## src/rtl/disp_scheduler.sv

```systemverilog
// Round-robin time-sharing of one signed 8-bit display channel among four requesters.
// Each granted source is shown for DWELL cycles; an owner dropping its request yields immediately.
module disp_scheduler #(
    parameter int DWELL = 50_000_000,
    parameter int CW    = 26
) (
    input  logic        clk,
    input  logic        reset,
    input  logic [3:0]  req,
    input  logic [31:0] data,
    input  logic        hold,
    output logic [7:0]  x_out,
    output logic        en_out,
    output logic [3:0]  grant,
    output logic        done
);

    localparam logic [0:0]    IDLE = 1'b0;
    localparam logic [0:0]    SHOW = 1'b1;
    localparam logic [CW-1:0] LAST = CW'(DWELL - 1);

    logic [0:0]    state;
    logic [1:0]    ptr;
    logic [1:0]    owner;
    logic [CW-1:0] cnt;
    logic [1:0]    base;
    logic [1:0]    next_idx;
    logic          next_found;

    // Search base+1, base+2, base+3, base (mod 4); base itself comes last so a lone owner is re-granted.
    always_comb begin
        base       = (state == IDLE) ? ptr : owner;
        next_idx   = base;
        next_found = 1'b0;
        for (int k = 4; k >= 1; k--) begin
            if (req[2'(base + 2'(k))]) begin
                next_idx   = 2'(base + 2'(k));
                next_found = 1'b1;
            end
        end
    end

    assign grant  = (state == SHOW) ? (4'b0001 << owner) : 4'b0000;
    assign en_out = (state == SHOW);

    always_ff @(posedge clk) begin
        if (reset) begin
            state <= IDLE;
            ptr   <= 2'd3;
            owner <= 2'd0;
            cnt   <= '0;
            done  <= 1'b0;
            x_out <= 8'd0;
        end else begin
            done <= 1'b0;
            case (state)
                IDLE: begin
                    if (next_found) begin
                        state <= SHOW;
                        owner <= next_idx;
                        cnt   <= '0;
                        x_out <= data[8*next_idx +: 8];
                    end
                end
                default: begin
                    // A vanished owner wins over dwell expiry and is never blocked by hold.
                    if (!req[owner]) begin
                        cnt <= '0;
                        if (next_found) begin
                            owner <= next_idx;
                            x_out <= data[8*next_idx +: 8];
                        end else begin
                            state <= IDLE;
                        end
                    end else if (!hold && cnt == LAST) begin
                        done  <= 1'b1;
                        ptr   <= owner;
                        cnt   <= '0;
                        owner <= next_idx;
                        x_out <= data[8*next_idx +: 8];
                    end else begin
                        x_out <= data[8*owner +: 8];
                        if (!hold) begin
                            cnt <= cnt + 1'b1;
                        end
                    end
                end
            endcase
        end
    end

endmodule

```

## config.mk

```make
export PLATFORM = sky130hd
export DESIGN_NAME = disp_scheduler
export DESIGN_NICKNAME = d
export VERILOG_FILES = /design/src/rtl/disp_scheduler.sv
export SDC_FILE = /design/constraint.sdc
export NUM_CORES = 1
export LEC_CHECK = 0
export BUFFER_PORTS_ARGS = -buffer_cell sky130_fd_sc_hd__buf_2
export CAP_MARGIN = 20
export CORE_MARGIN = 3
export CORE_UTILIZATION = 50
export DETAILED_ROUTE_END_ITERATION = 8
export HOLD_SLACK_MARGIN = 0.03
export PLACE_DENSITY = 0.77
export SLEW_MARGIN = 15
export SYNTH_ARGS = -nofsm -noshare
export SYNTH_HDL_FRONTEND = slang
export SYNTH_SLANG_ARGS = --single-unit
```

## constraint.sdc

```tcl
create_clock -name clk -period 2.7 [get_ports clk]
set_input_delay 0.405 -clock clk [delete_from_list [all_inputs] [get_ports clk]]
set_output_delay 0.405 -clock clk [all_outputs]
set_load 0.01 [all_outputs]
```

# Yosys cells after proc, flatten, opt, wreduce, memory -nomap -nowiden
# Index checks and enable logic that the tools add are counted.
# totals
reg_bits	40
latchBits	0
ramBits	0
romBits	0
inputBits	39
word_cells	65
memories	0
# op_classes
add_sub_neg	4
multipliers	0
div	0
order_cmp	5
n_eq_ne	3
shifts	3
n_mux	36
bitwise	2
reduce_logical	6
# ops
op	n
$mux 26	5
$shiftx 32x6->8	2
$mux 8	4
$add 26x1->26 const B	1
$eq 26x26->1 const B	1
$mux 2	8
$lt 2x3->1 const B	5
$mux 1	13
$bmux 1 s2	5
$add 2x2->2 const B	2
$mux 4	1
$ne 4x3->1 const B	1
$shl 1x2->4 const A	1
$ne 3x2->1 const B	1
$reduce_and 3->1	1
$reduce_or 3->1	1
$add 2x1->2 const B	1
$not 1->1	2
$reduce_and 2->1	1
$reduce_bool 2->1	1
$logic_and 1x1->1	1
$logic_not 1->1	1

# Depth between registers and ports, before layout
# Gate-level depths: netlist (run 1).
# depth
ltp_word	11
mapped_depth	8
depth_no_buf	6

# Least setup slack after synthesis (run 1)
# Ideal clock, no wire load.
# synth_path
path_kind	register to register
start	reg state (netlist: en_out)
end	reg x_out[4]
setup_time_ps	95
t_arrival_ps	2112
path_slack_ps	492
stages_incl_launch_ff	9
n_path_buf	3
path_cell_list	dfxtp_1 > buf_2 > mux2i_1 > mux2_2 > a221oi_1 > buf_4 > buf_6 > mux2i_1 > a221oi_1
# synth_between
elab_chain_len	11
word_cells_on_any_way	24
classes_between	add/sub: 3; shift: 1; mux: 20
# synth_lines
item	line	source
from (decl)	22	logic [0:0] state;
from (signal assigned)	48	state <= IDLE;
from (signal assigned)	59	state <= SHOW;
from (signal assigned)	73	state <= IDLE;
$mux 2	32	base = (state == IDLE) ? ptr : owner;
$add 2x2->2	36, 37	
$bmux 1 s2	36	if (req[2'(base + 2'(k))]) begin
$mux 1 (not written as such)	36	
$mux 2 (3 in a row)	36	
$shiftx 32x6->8	62, 71, 80	
$mux 8, on equally long branches	58, 69, 75	
$mux 8	67	if (!req[owner]) begin
$mux 8 *	56	case (state)
to (signal assigned)	62	x_out <= data[8*next_idx +: 8];
to (signal assigned)	71	x_out <= data[8*next_idx +: 8];
to (signal assigned)	80	x_out <= data[8*next_idx +: 8];
to (decl)	12	output logic [7:0] x_out,
# Mark *: on every way between the ends. The rest lies on a longest branch, timed or not. The select of a mux whose other input is x is not followed.
# A chain may end at the register's enable or synchronous reset.

# Worst setup path in the final report (run 1)
# layout_path
start	reg cnt[9]
end	reg x_out[5]
# layout_between
elab_chain_len	5
# layout_lines
item	line	source
from (decl)	25	logic [CW-1:0] cnt;
from (signal assigned)	84	cnt <= cnt + 1'b1;
$eq 26x26->1	75	end else if (!hold && cnt == LAST) begin
$logic_and 1x1->1	75	
$mux 8	75	
$mux 8	67	
$mux 8	56	
# Every way passes these cells.

==> results.cfg, run 1 <==
[clocking]
cts_tree = yes
clock_tree.root_cell = clkbuf_8
postCtsSetupBuffers = 0
cts.sinks = 40
numCtsBuffers = 5
clk_latency_ns = 0.29
htreeDepth = 2
cts_hold_buf = 0
cts_resized = 0
clk_pin_slew_ns = 0.08
cts_buffer_depth = 2

[pwr]
p_per_area_nw_per_um2 = 529
leakage_nw = 1.14
total_power_mw = 1.52
ir_drop_mv = 0.376

[critical_path]
start_kind = flop
max_stage_delay_ns = 0.54
critical_path_class = reg2reg
cp.required_ns = 2.84
crit_fanout = 8
arrival_ns = 2.45
path_buf_inv = 0
r2r-end = x_out[5]
reg2regPathDepth = 5
cp_cell_sequence = or4b_1 > nor4_2 > a21oi_1 > nor3_2 > a221oi_1
reg2reg_from = cnt[9]
end_kind = flop
crit_family = simple AND/OR/NAND/NOR gates
reg2reg_slack_ns = 0.39
cpMaxStageDelayCell = or4b_1

[finish]
final_design_area_no_fill_um2 = 2880
nets = 354
antenna_cells = 0
syn2layout_area_growth_pct = 18.7
drive_gt1_share_pct = 28.9
fillCellCount = 389
fin_cells = 367

[detailed_routing]
routed_via_density = 6.12
ant_nets = 0
drtIter0Drc = 125
drc_errors = 0
vias = 2247
routedWlPerCell_um = 15.3
first_pass_iters = 4
wirelength_um = 5630

[place]
routabilityCongestion = 0.852
placed_area_um2 = 2750
dp_hpwl_um = 4240
place_inst = 359
port_buffers = 52

[timing]
skew_ns = 0.00453
drv_slew = 0
fmax_mhz = 432
whs_ns = 0.379
period_share_pct = 85.7
fin_crit_ns = 2.31
finalSetupTns_ns = 0
setup_viol = 0
slew_headroom_pct = 64.9
grt_setup_unrepaired = no
worst_pin_slew_ns = 0.524
hold_viol_final = 0

[yosys]
yosysUniqueCellTypes = 48
netlist_top_cells_count = 40 x dfxtp_1, 32 x nor2_1, 21 x mux2i_1
synth_area_leaders = dfxtp_1 33%, mux2i_1 8.7%, mux4_2 8.4%
synth_ff_type = dfxtp_1
async_reset_ff_share_pct = 0
synth.cell_area_um2 = 2420
synth_top_area_share_pct = 33.0
ys_warn_count = 0
yosysTopAreaCell = dfxtp_1
synth_cells = 259
syn_nets = 299
avgSynthCellArea_um2 = 9.36
synth-edff-count = 0
yosysMostFrequentCell = dfxtp_1
yosysSeqAreaShare_pct = 33.0
ys_seq_elements = 40

[grt]
overflow = 0
grt_max_degree = 25
antenna_found_initial = 0
grt_pass1_vias = 2058
grtUsageTotal_pct = 20.6
grt_pass1_wl_um = 9210

[die]
io_pins = 53
fp.dieW_um = 75.6
initial_core_util_pct = 53.8
fp.dieH_um = 75.6
core_area_um2 = 4500
fp-row-count = 24
die_area_um2 = 5720

[run_status]
outcome = completed

[hold_path]
whs_path_depth = 2
hp-start = reset
hold_end = owner[1]
hp-class = in2reg

[run]
drv_cap = 0
-- sequential cells by signal, indices dropped and copies added (netlist names) --
register,cells
x_out,8
done,1
ptr,2
owner,2
en_out,1
cnt,26
-- worst max path at each step --
stage / startpoint / depth (start not counted) / end
detailed placement: cnt[9] / 5 / x_out[5]
global route: cnt[0] / 6 / x_out[1]
global placement: cnt[9] / 5 / x_out[6]
finish: cnt[9] / 5 / x_out[5]
floorplan: en_out / 8 / x_out[4]
CTS: cnt[9] / 5 / x_out[5]
-- cell families after synthesis --
group | share of synthesized area [%]
buffers and inverters | 4.34
DFF | 33.0
adders and majority gates | 0.516
and+or+nand+nor | 23.9
xor gates and xnor gates | 7.59
muxes | 18.0
AOI/OAI and AO/OA | 12.6
-- where the power goes --
part           switching (mW)  internal (mW)
clock                   0.203          0.326
combinational           0.189          0.165
sequential             0.0214          0.619
total                   0.413           1.11
-- layer usage --
layer | global-route usage [%] | wire length, µm | part of all wire, % | vias to the layer above
li1 | - | - | - | 1093
met1 | 25.8 | 2560 | 45 | 1075
met2 | 36.0 | 2710 | 48 | 73
met3 | 4.09 | 292 | 5.2 | 6
met4 | 5.83 | 70 | 1.2 | 0
met5 | 0 | 0 | 0 | -
-- worst reg2reg max path: stages, from the launching register on --
cell and delay [ns]:
dfxtp_1 0.35, or4b_1 0.54, nor4_2 0.38, a21oi_1 0.22, nor3_2 0.49, a221oi_1 0.19
-- area by class of cell --
class / count / area, µm² / area share (%)
multi-input combinational: 198 / 1520 / 53.0
sequential: 40 / 801 / 27.8
timing repair buffer: 62 / 335 / 11.7
clock buffer: 7 / 96.3 / 3.35
tap: 52 / 65.1 / 2.26
clock inverter: 1 / 30.0 / 1.04
inverter: 7 / 26.3 / 0.913
-- through the flow --
step / util (%) / setup slack [ns]
global route: 63.9 / 0.130
CTS: 63.9 / 0.367
floorplan: - / 0.492
finish: 63.9 / 0.386
detailed placement: 61.1 / 0.374
global placement: 61.1 / 0.422
-- cell usage in the layout, fill, tap and decap left out, types with 3 or more instances in the layout --
cell type,count
inv_1,6
nand4_1,15
buf_2,52
nor4_1,3
and2_1,3
xor2_1,16
and3_1,5
xnor2_1,5
a221oi_1,8
o21ai_0,3
nand3_1,12
clkbuf_8,7
dfxtp_1,40
o221ai_1,8
nor3_1,3
a21oi_1,7
nand2_1,15
nor2_1,32
mux4_2,9
buf_4,10
mux2i_1,21
Power figures use the tool's default switching activity.
==> run 2: changes to the inputs <==
- CORE_UTILIZATION: 50 -> 55
- PLACE_DENSITY: 0.77 -> 0.84
- clock period: 2.7 -> 2.8 ns (I/O delays scaled with it)
==> run 2 against run 1 <==
Register-to-register slack is essentially flat. Highest routed layer unchanged. Flip-flop and latch count is the same. Critical path depth is the same.
==> results.cfg, run 2 (synthesized netlist as in run 1, its figures left out) <==
[critical_path]
reg2reg_from = cnt[9]
end_kind = flop
arrival_ns = 2.56
cpMaxStageDelayCell = or4b_1
reg2regPathDepth = 5
max_stage_delay_ns = 0.55
crit_path_end = x_out[4]
critical_path_class = reg2reg
crit_family = simple AND/OR/NAND/NOR gates
start_kind = flop
reg2reg_slack_ns = 0.39
cp_num_cells = 5
startpoint = cnt[9]
cp_cell_sequence = or4b_1 > nor4_2 > a21o_1 > and3_1 > a221oi_1
crit_fanout = 13
r2r-end = x_out[4]
path_buf_inv = 0
cp.required_ns = 2.95

[detailed_routing]
routed_via_density = 6.15
drtIter0Drc = 122
wirelength_um = 5680
ant_nets = 0
vias = 2234
drc_errors = 0
routedWlPerCell_um = 15.6
first_pass_iters = 4

[clocking]
cts_hold_buf = 0
cts_tree = yes
postCtsSetupBuffers = 0
cts.sinks = 40
htreeDepth = 2
clock_tree.root_cell = clkbuf_8
numCtsBuffers = 5
clk_pin_slew_ns = 0.07
cts_resized = 0
cts_buffer_depth = 2
clk_latency_ns = 0.30

[timing]
finalSetupTns_ns = 0
worst_pin_slew_ns = 0.504
slew_headroom_pct = 66.2
period_share_pct = 86.1
hold_viol_final = 0
skew_ns = 0.00691
drv_slew = 0
setup_viol = 0
fin_ws_ns = 0.389
whs_ns = 0.384
fmax_mhz = 415
fin_crit_ns = 2.41
grt_setup_unrepaired = no

[die]
fp.dieH_um = 72.4
io_pins = 53
fp-row-count = 23
initial_core_util_pct = 58.9
core_area_um2 = 4120
fp.dieW_um = 72.4
die_area_um2 = 5240

[pwr]
leakage_nw = 1.12
ir_drop_mv = 0.381
p_per_area_nw_per_um2 = 496

[hold_path]
hp-class = in2reg

[finish]
drive_gt1_share_pct = 28.1
regArea_um2 = 801
fillCellCount = 321
antenna_cells = 0
syn2layout_area_growth_pct = 17.2
fin_cells = 363
largest_register_ffs = 26
nets = 352
multi_input_area_um2 = 1520
final_common_cell = buf_2
regMostFlops = cnt
most-common-layout-cells = 52 x buf_2, 40 x dfxtp_1, 32 x nor2_1
final_util_pct = 69.0
largestRegisters = cnt x26, x_out x8

[grt]
antenna_found_initial = 0
grtUsageTotal_pct = 23.2
overflow = 0
grt_pass1_vias = 2238
grt_pass1_wl_um = 9840
grt_max_degree = 25

[run]
drv_cap = 0

[run_status]
outcome = completed

[place]
routabilityCongestion = 0.862
port_buffers = 52
dp_hpwl_um = 4260
dp_slack_ns = 0.401
place_inst = 355
## run 2: power breakdown
group | internal (mW) | total [mW] | switching [mW] | leakage [nW]
clock | 0.264 | 0.453 | 0.189 | 0.0552
combinational | 0.156 | 0.339 | 0.183 | 0.742
sequential | 0.597 | 0.619 | 0.0219 | 0.326
total | 1.02 | 1.41 | 0.394 | 1.12
## run 2: worst min path at each step
stage                start  endpoint  slack (ns)  depth (start not counted)
CTS                  reset  owner[1]        0.37                          2
global route         reset    cnt[6]        0.39                          2
finish               reset  owner[1]        0.38                          2
floorplan           ptr[0]    ptr[0]        0.44                          2
detailed placement  ptr[0]    ptr[0]        0.48                          2
global placement    ptr[0]    ptr[0]        0.45                          2
## run 2: routing by layer
metal / vias to the layer above / global-route usage [%] / share of wire (%)
met4: 0 / 6.35 / 1.1
met3: 7 / 5.26 / 6.6
li1: 1101 / - / -
met5: - / 0 / 0
met1: 1064 / 28.3 / 43
met2: 62 / 40.8 / 50
## run 2: through the flow
step	power (mW)	instance area, µm²
after global routing	1.48	2840
after floorplan	0.866	2420
after global placement	0.957	2730
after CTS	1.42	2840
after detailed placement	0.966	2730
final	1.41	2840
## run 2: layout make-up
| cell class | count | share of cell area, % |
|---|---|---|
| clock buffer | 6 | 2.55 |
| sequential | 40 | 28.2 |
| tap | 50 | 2.20 |
| inverter | 7 | 0.925 |
| clock inverter | 2 | 1.23 |
| timing repair buffer | 60 | 11.3 |
| multi-input combinational | 198 | 53.6 |
